File: config.mk
export PLATFORM = sky130hd
export DESIGN_NAME = ymux_arbiter
export DESIGN_NICKNAME = d
export VERILOG_FILES = /design/src/rtl/ymux_arbiter_pkg.sv /design/src/rtl/ymux_arbiter_mux.sv /design/src/rtl/ymux_arbiter_rrpick.sv /design/src/rtl/ymux_arbiter.sv
export SDC_FILE = /design/constraint.sdc
export NUM_CORES = 1
export LEC_CHECK = 0
export CORE_ASPECT_RATIO = 2
export CORE_MARGIN = 5
export CORE_UTILIZATION = 37
export DETAILED_ROUTE_END_ITERATION = 16
export HOLD_SLACK_MARGIN = 0.1
export PLACE_DENSITY = 0.86
export SYNTH_ARGS = -nofsm -noshare
export SYNTH_HDL_FRONTEND = slang
export SYNTH_SLANG_ARGS = --single-unit
File: constraint.sdc
create_clock -name clk -period 2 [get_ports clk]
set_input_delay 0.2 -clock clk [delete_from_list [all_inputs] [get_ports clk]]
set_output_delay 0.2 -clock clk [all_outputs]
set_load 0.1 [all_outputs]
File: src/rtl/ymux_arbiter_pkg.sv
// Shared definitions for the ymux_arbiter slice: FSM encoding, requester count
// and the one-hot grant helper.
package ymux_arbiter_pkg;

    localparam int NUM_REQ = 4;

    typedef enum logic {
        ST_IDLE  = 1'b0,
        ST_GRANT = 1'b1
    } state_t;

    function automatic logic [NUM_REQ-1:0] onehot4(input logic [1:0] idx);
        onehot4 = 4'b0001 << idx;
    endfunction

endpackage

File: src/rtl/ymux_arbiter_mux.sv
// SIZE-bit 2:1 mux stage and the 4:1 tree built from three of them.
module yMux2 #(
    parameter int SIZE = 32
) (
    input  logic [SIZE-1:0] i_a,
    input  logic [SIZE-1:0] i_b,
    input  logic            i_c,
    output logic [SIZE-1:0] o_z
);
    assign o_z = i_c ? i_b : i_a;
endmodule

module yMux4to1 #(
    parameter int SIZE = 32
) (
    input  logic [SIZE-1:0] i_a0,
    input  logic [SIZE-1:0] i_a1,
    input  logic [SIZE-1:0] i_a2,
    input  logic [SIZE-1:0] i_a3,
    input  logic [1:0]      i_sel,
    output logic [SIZE-1:0] o_z
);
    logic [SIZE-1:0] w_lo;
    logic [SIZE-1:0] w_hi;

    yMux2 #(.SIZE(SIZE)) u_lo  (.i_a(i_a0), .i_b(i_a1), .i_c(i_sel[0]), .o_z(w_lo));
    yMux2 #(.SIZE(SIZE)) u_hi  (.i_a(i_a2), .i_b(i_a3), .i_c(i_sel[0]), .o_z(w_hi));
    yMux2 #(.SIZE(SIZE)) u_out (.i_a(w_lo), .i_b(w_hi), .i_c(i_sel[1]), .o_z(o_z));
endmodule

File: src/rtl/ymux_arbiter_rrpick.sv
// Rotate-priority encoder: first requester at or after i_ptr (mod 4) with req high.
module yRRPick
    import ymux_arbiter_pkg::*;
(
    input  logic [NUM_REQ-1:0] i_req,
    input  logic [1:0]         i_ptr,
    output logic               o_found,
    output logic [1:0]         o_idx
);
    // Walk from lowest to highest priority so the nearest hit to i_ptr wins last.
    always_comb begin
        o_found = 1'b0;
        o_idx   = i_ptr;
        for (int k = NUM_REQ - 1; k >= 0; k--) begin
            if (i_req[i_ptr + 2'(k)]) begin
                o_found = 1'b1;
                o_idx   = i_ptr + 2'(k);
            end
        end
    end
endmodule

File: src/rtl/ymux_arbiter.sv
// Round-robin arbiter sharing one 4:1 mux datapath among four requesters,
// with multi-beat grants capped at HOLD_MAX beats.
module ymux_arbiter
    import ymux_arbiter_pkg::*;
#(
    parameter int SIZE     = 32,
    parameter int HOLD_MAX = 4
) (
    input  logic               clk,
    input  logic               rst,
    input  logic [NUM_REQ-1:0] req,
    input  logic [NUM_REQ-1:0] last,
    input  logic [SIZE-1:0]    d0,
    input  logic [SIZE-1:0]    d1,
    input  logic [SIZE-1:0]    d2,
    input  logic [SIZE-1:0]    d3,
    output logic [NUM_REQ-1:0] gnt,
    output logic [1:0]         sel,
    output logic [SIZE-1:0]    z,
    output logic               z_valid,
    output logic               busy
);
    localparam logic [3:0] HOLD_LIM = 4'(HOLD_MAX);

    state_t              r_state,   w_state_nxt;
    logic [1:0]          r_ptr,     w_ptr_nxt;
    logic [3:0]          r_cnt,     w_cnt_nxt;
    logic [NUM_REQ-1:0]  r_gnt,     w_gnt_nxt;
    logic [1:0]          r_sel,     w_sel_nxt;
    logic [SIZE-1:0]     r_z,       w_z_nxt;
    logic                r_z_valid, w_z_valid_nxt;

    logic                w_idle_found;
    logic [1:0]          w_idle_idx;
    logic                w_ho_found;
    logic [1:0]          w_ho_idx;
    logic [1:0]          w_ho_ptr;
    logic [SIZE-1:0]     w_mux_z;
    logic                w_accept;
    logic                w_last;
    logic [3:0]          w_cnt_inc;
    logic                w_end;

    // Handoff searches from one past the current holder so it becomes lowest priority.
    assign w_ho_ptr  = r_sel + 2'd1;
    assign w_accept  = req[r_sel];
    assign w_last    = last[r_sel];
    assign w_cnt_inc = r_cnt + 4'd1;

    yRRPick u_pick_idle (.i_req(req), .i_ptr(r_ptr),    .o_found(w_idle_found), .o_idx(w_idle_idx));
    yRRPick u_pick_ho   (.i_req(req), .i_ptr(w_ho_ptr), .o_found(w_ho_found),   .o_idx(w_ho_idx));

    yMux4to1 #(.SIZE(SIZE)) u_mux (
        .i_a0(d0), .i_a1(d1), .i_a2(d2), .i_a3(d3),
        .i_sel(r_sel),
        .o_z(w_mux_z)
    );

    always_comb begin
        w_state_nxt   = r_state;
        w_ptr_nxt     = r_ptr;
        w_cnt_nxt     = r_cnt;
        w_gnt_nxt     = r_gnt;
        w_sel_nxt     = r_sel;
        w_z_nxt       = r_z;
        w_z_valid_nxt = 1'b0;
        w_end         = 1'b0;
        case (r_state)
            ST_IDLE: begin
                w_gnt_nxt = '0;
                if (w_idle_found) begin
                    w_state_nxt = ST_GRANT;
                    w_gnt_nxt   = onehot4(w_idle_idx);
                    w_sel_nxt   = w_idle_idx;
                    w_cnt_nxt   = 4'd0;
                end
            end
            ST_GRANT: begin
                if (w_accept) begin
                    w_z_nxt       = w_mux_z;
                    w_z_valid_nxt = 1'b1;
                    w_cnt_nxt     = w_cnt_inc;
                    w_end         = w_last || (w_cnt_inc == HOLD_LIM);
                end else begin
                    w_end = 1'b1;
                end
                // Regrant in the same edge when anyone is waiting: no idle bubble.
                if (w_end) begin
                    w_ptr_nxt = w_ho_ptr;
                    w_cnt_nxt = 4'd0;
                    if (w_ho_found) begin
                        w_gnt_nxt = onehot4(w_ho_idx);
                        w_sel_nxt = w_ho_idx;
                    end else begin
                        w_state_nxt = ST_IDLE;
                        w_gnt_nxt   = '0;
                    end
                end
            end
            default: begin
                w_state_nxt = ST_IDLE;
                w_gnt_nxt   = '0;
            end
        endcase
    end

    always_ff @(posedge clk) begin
        if (rst) begin
            r_state   <= ST_IDLE;
            r_ptr     <= 2'd0;
            r_cnt     <= 4'd0;
            r_gnt     <= '0;
            r_sel     <= 2'd0;
            r_z       <= '0;
            r_z_valid <= 1'b0;
        end else begin
            r_state   <= w_state_nxt;
            r_ptr     <= w_ptr_nxt;
            r_cnt     <= w_cnt_nxt;
            r_gnt     <= w_gnt_nxt;
            r_sel     <= w_sel_nxt;
            r_z       <= w_z_nxt;
            r_z_valid <= w_z_valid_nxt;
        end
    end

    assign gnt     = r_gnt;
    assign sel     = r_sel;
    assign z       = r_z;
    assign z_valid = r_z_valid;
    assign busy    = (r_state == ST_GRANT);

endmodule

-- After elaboration in Yosys (flattened, before gate mapping)
Index checks and enable logic that the tools add are counted.
- register bits after elaboration: 46
- output and inout port bits: 40
- logic and storage cells: 96
- $add $sub $neg: 8
- $lt $le $gt $ge: 9
- equality and inequality tests: 5
- shift-type cells: 2
- muxes and demuxes: 58
- bitwise operators: 1
- reductions and logical operators: 6
- operators by type and width (operator ; count):
    two-way mux 32 bit ; 3
    < comparator 2 x 3 -> 1 bit, second input constant ; 9
    two-way mux 1 bit ; 24
    two-way mux 4 bit ; 6
    two-way mux 2 bit ; 11
    binary-select mux 1 bit (select 2 bit) ; 10
    case mux 4 bit (2 select lines) ; 2
    adder 2 bit, second input constant ; 4
    left shift 1 x 2 -> 4 bit, first input constant ; 2
    adder 2 x 1 -> 2 bit, second input constant ; 3
    inequality test 2 x 1 -> 1 bit, second input constant ; 3
    AND reduction 2 bit ; 3
    adder 4 x 1 -> 4 bit, second input constant ; 1
    == test 4 x 3 -> 1 bit, second input constant ; 1
    case mux 2 bit (2 select lines) ; 1
    inequality test 3 x 1 -> 1 bit, second input constant ; 1
    AND reduction 3 bit ; 1
    case mux 1 bit (2 select lines) ; 1
    OR reduction 2 bit ; 1
    logical OR 1 bit ; 1
    NOT 1 bit ; 1

-- Depth between registers and ports, before layout
- depth after elaboration: 12
- mapped depth: 8
- gate-level depth less buffers: 7

-- Cells and area by module
From an unflattened synthesis, not the netlist that was laid out.
- cell total of the unflattened synthesis: 366
- area total of the unflattened synthesis: 3756.1 sq um
- by module, submodules not included (module ; times used ; cells an instance ; area an instance (sq um) ; sequential area each (sq um)):
    ymux_arbiter ; 1 ; 226 ; 1923.1 ; 920.9
    yMux2 ; 3 ; 36 ; 544.3 ; 0.0
    yRRPick ; 2 ; 16 ; 100.1 ; 0.0

-- Worst setup path after synthesis
Ideal clock, no wire load.
- path type: reg2reg
- start point: register r_state, in the netlist busy
- end point: register r_cnt[3]
- data arrival time: 1.843 ns
- required time: 1.927 ns
- path slack: 0.084 ns
- stages on the path, launching flop included: 7
- path buffers: 2
- clock period less this slack: 1.916 ns
- path through: dfxtp_1 > and2_4 > buf_6 > nand2_2 > buf_6 > o221ai_2 > nor3b_2
- longest elaborated chain between the ends: 3
- RTL lines (item ; line ; text):
    start: declaration ; ymux_arbiter.sv:25 ; state_t r_state, w_state_nxt;
    start signal: assignment ; ymux_arbiter.sv:117 ; r_state <= w_state_nxt;
    NOT 1 bit ; -- ;
    inequality test 2 x 1 -> 1 bit (no source line) ; -- ;
    AND reduction 2 bit (no source line) ; -- ;
    end signal: assignment ; ymux_arbiter.sv:119 ; r_cnt <= w_cnt_nxt;
    end: declaration ; ymux_arbiter.sv:27 ; logic [3:0] r_cnt, w_cnt_nxt;
Several ways; a longest one is shown, not always the timed one.
A chain may end at the register's enable or synchronous reset.

-- Worst setup path after layout
- start point: register r_cnt[0]
- end point: register r_sel[1], in the netlist sel[1]
- longest elaborated chain between the ends: 7
- RTL lines (item ; line ; text):
    adder 4 x 1 -> 4 bit ; ymux_arbiter.sv:48 ; assign w_cnt_inc = r_cnt + 4'd1;
    == test 4 x 3 -> 1 bit ; ymux_arbiter.sv:83 ; w_end = w_last || (w_cnt_inc == HOLD_LIM);
    logical OR 1 bit ; ymux_arbiter.sv:83 ;
    two-way mux 1 bit ; ymux_arbiter.sv:79 ; if (w_accept) begin
    two-way mux 1 bit ; ymux_arbiter.sv:68 ; case (r_state)
    inequality test 2 x 1 -> 1 bit (no source line) ; -- ;
    AND reduction 3 bit (no source line) ; -- ;
    end signal: assignment ; ymux_arbiter.sv:121 ; r_sel <= w_sel_nxt;
    end: declaration ; ymux_arbiter.sv:29 ; logic [1:0] r_sel, w_sel_nxt;
No other way between the ends. The select of a mux whose other input is x is not followed.

==> flow_metrics.env <==
export IMPL_outcome="finished clean"
export IMPL_nets=608
export IMPL_drc_errors=0
export IMPL_cts_htree_levels=2
export IMPL_post_cts_resized=0
export IMPL_netlist_area_leader_share_pct=32.8
export IMPL_syn_nets=433
export IMPL_maxCapViolations=0
export IMPL_synthMuxAreaShare_pct=27.3
export IMPL_use_met1_pct=21.6
export IMPL_synth_compound_area_share_pct=16.0
export IMPL_diodes=0
export IMPL_grt_pass1_vias=3202
export IMPL_die_x_microns=71.6
export IMPL_ant_nets=0
export IMPL_synth_most_common_cell="nand2_1"
export IMPL_die_h_microns=133
export IMPL_cts_tree="done"
export IMPL_synth_fa_ha_area_share_pct=0.892
export IMPL_core_area_sq_um=7490
export IMPL_clk_pin_slew_ns=0.06
export IMPL_drt_first_pass_iters=4
export IMPL_yosys_area_share_simple_pct=16.8
export IMPL_internal_power_uw=2270
export IMPL_clock_sinks=46
export IMPL_p_clk_share_pct=21.7
export IMPL_synth_seq_cells=46
export IMPL_hold_viol_final=0
export IMPL_place_congestion=0.893
export IMPL_yosys_top_cells_area="dfxtp_1, mux4_2, nand2_1"
export IMPL_start_util_pct=37.4
export IMPL_switching_share_pct=39.8
export IMPL_top_usage_layer="met2"
export IMPL_overflow=0
export IMPL_grt_max_degree=35
export IMPL_synthArstFlopShare_pct=0
export IMPL_dieArea_sq_um=9520
export IMPL_powerDensity_nw_per_um2=784
export IMPL_combPwrFrac_pct=49.5
export IMPL_synth_cell_types=36
export IMPL_ctsLongestPathBuffers=2
export IMPL_track_usage_pct=19.6
export IMPL_drive_gt1_share_pct=23.5
export IMPL_worst_hold_slack_ns=0.417
export IMPL_cp_max_fo=8
export IMPL_fmax_ghz=0.533
export IMPL_final_core_util_pct=64.1
export IMPL_grt_setup_unrepaired="no"
export IMPL_use_met2_pct=34.0
export IMPL_setup_viol_count_final=0
export IMPL_finalInstanceArea_sq_um=4800
export IMPL_placed_area_sq_um=4630
export IMPL_viasPerCell=5.41
export IMPL_detail_route_wl_per_cell_microns=17.0
export IMPL_grt_pass1_wl_mm=14.9
export IMPL_final_max_slew_violation_count=0
export IMPL_r2r_slack_ns=0.12
export IMPL_yosys_warnings=0
export IMPL_synth_xor_area_share_pct=0.312
export IMPL_fin_skew_ns=0.00351
export IMPL_power_leakage_uw=0.00181
export IMPL_io_pins=178
export IMPL_cts_buffers_inserted=5
export IMPL_antenna_found_initial=0
export IMPL_relSlewSlack_pct=58.0
export IMPL_layout_cells_non_filler=563
export IMPL_yosysSeqAreaShare_pct=32.8
export IMPL_fin_tns_setup_ns=0
export IMPL_synth_top_family_by_area="multiplexers"
export IMPL_dpl_hpwl_mm=7.92
export IMPL_synth_edf_count=0
export IMPL_cts_hold_buf=0
export IMPL_drtIter0Drc=116
export IMPL_ir_drop_uv=546
export IMPL_grtUsageMet3_pct=7.70
export IMPL_netlist_area_sq_um=2800
export IMPL_postSynthCellCount=293
export IMPL_cp_required_ns=2.14
export IMPL_power_switching_uw=1500
export IMPL_syn_avg_cell_area_sq_um=9.57
export IMPL_pwr_share_seq_pct=28.8
export IMPL_clkLatencyLatePin_ns=0.28
export IMPL_post_cts_buffers=0
export IMPL_n_fill_cell=617
export IMPL_crit_path_start_kind="register"
export IMPL_vias=3044
export IMPL_fin_crit_sh_pct=93.8
export IMPL_cp_end_kind="register"
export IMPL_yosysTopAreaCell="dfxtp_1"
export IMPL_hold_class="in2reg"
export IMPL_synth_commonest_cells="nand2_1, dfxtp_1, a21oi_1"
export IMPL_rows=45
export IMPL_critical_path_arrival_ns=2.01
export IMPL_port_buffers=177
export IMPL_area_growth_pct=71.3
export IMPL_dp_cells=555
export IMPL_synth_flop_cell="dfxtp_1"
export IMPL_min_period_ns=1.88
export IMPL_critPathKind="reg2reg"
export IMPL_cts_root_buf="clkbuf_16"
export IMPL_tightest_slew_ns=0.629
export IMPL_wl_mm=9.56
registers in the layout, summed over array words and instances (netlist names):
name / count
r_cnt: 4
sel: 2
gnt: 4
busy: 1
r_ptr: 2
z: 32
z_valid: 1
area by class of cell:
class | instances | area (sq um) | share of cell area [%]
clock buffer | 7 | 143 | 2.97
inverter | 6 | 22.5 | 0.469
timing repair buffer | 195 | 1850 | 38.6
clock inverter | 1 | 5.00 | 0.104
tap | 94 | 118 | 2.45
multi-input combinational | 214 | 1740 | 36.2
sequential | 46 | 923 | 19.2
critical path, cell delays in order, from the launching register on:
cell	delay, ns
dfxtp_1	0.36
ha_1	0.24
nor2b_1	0.15
a21o_1	0.18
a311oi_4	0.39
nand2_4	0.14
a21oi_1	0.21
a311oi_2	0.07
through the flow:
step                      worst slack (ns)  power, uW
after global routing                0.0307       3940
after global placement             0.00682       2930
after CTS                            0.120       3800
after floorplan                     0.0844       2360
final                                0.124       3770
after detailed placement           -0.0569       2960
final timing paths:
check                              start       end  cells after the start
worst min register to register      z[2]      z[2]                      2
worst max register to register  r_cnt[0]    sel[1]                      7
worst min-delay path                 rst  r_cnt[0]                      2
worst max-delay path            r_cnt[0]    sel[1]                      7
routing by layer:
metal / wire length, microns / share of wire (%)
met5: 0 / 0
met4: 201 / 2.1
met3: 1150 / 12
met2: 4630 / 48
met1: 3580 / 37
layout by cell type, fill, tap and decap left out, types with 3 or more instances in the layout:
cell / n
nand2_1: 69
o32ai_1: 3
buf_12: 4
a21oi_1: 41
a31oi_1: 5
a211oi_1: 3
nor2_1: 13
clkdlybuf4s50_1: 136
nor3_1: 4
dfxtp_1: 44
nand2b_1: 5
nor2b_1: 7
clkbuf_16: 5
buf_4: 54
mux4_2: 34
inv_1: 6
logic make-up after synthesis:
group | count (synthesis)
AND/OR/NAND/NOR | 107
AO/OA/AOI/OAI | 70
flip-flops | 46
multiplexers | 34
buffers and inverters | 33
adder cells (fa/ha/maj) | 2
XOR/XNOR | 1
power by group through the flow:
| stage | registers (uW) | clock network [uW] | logic [uW] |
|---|---|---|---|
| floorplan | 1660 | 0 | 705 |
| global placement | 1100 | 0 | 1830 |
| detailed placement | 1110 | 0 | 1860 |
| CTS | 1090 | 848 | 1860 |
| global route | 1100 | 884 | 1960 |
| finish | 1090 | 817 | 1860 |
No activity file was read; power rests on OpenSTA's default activity.
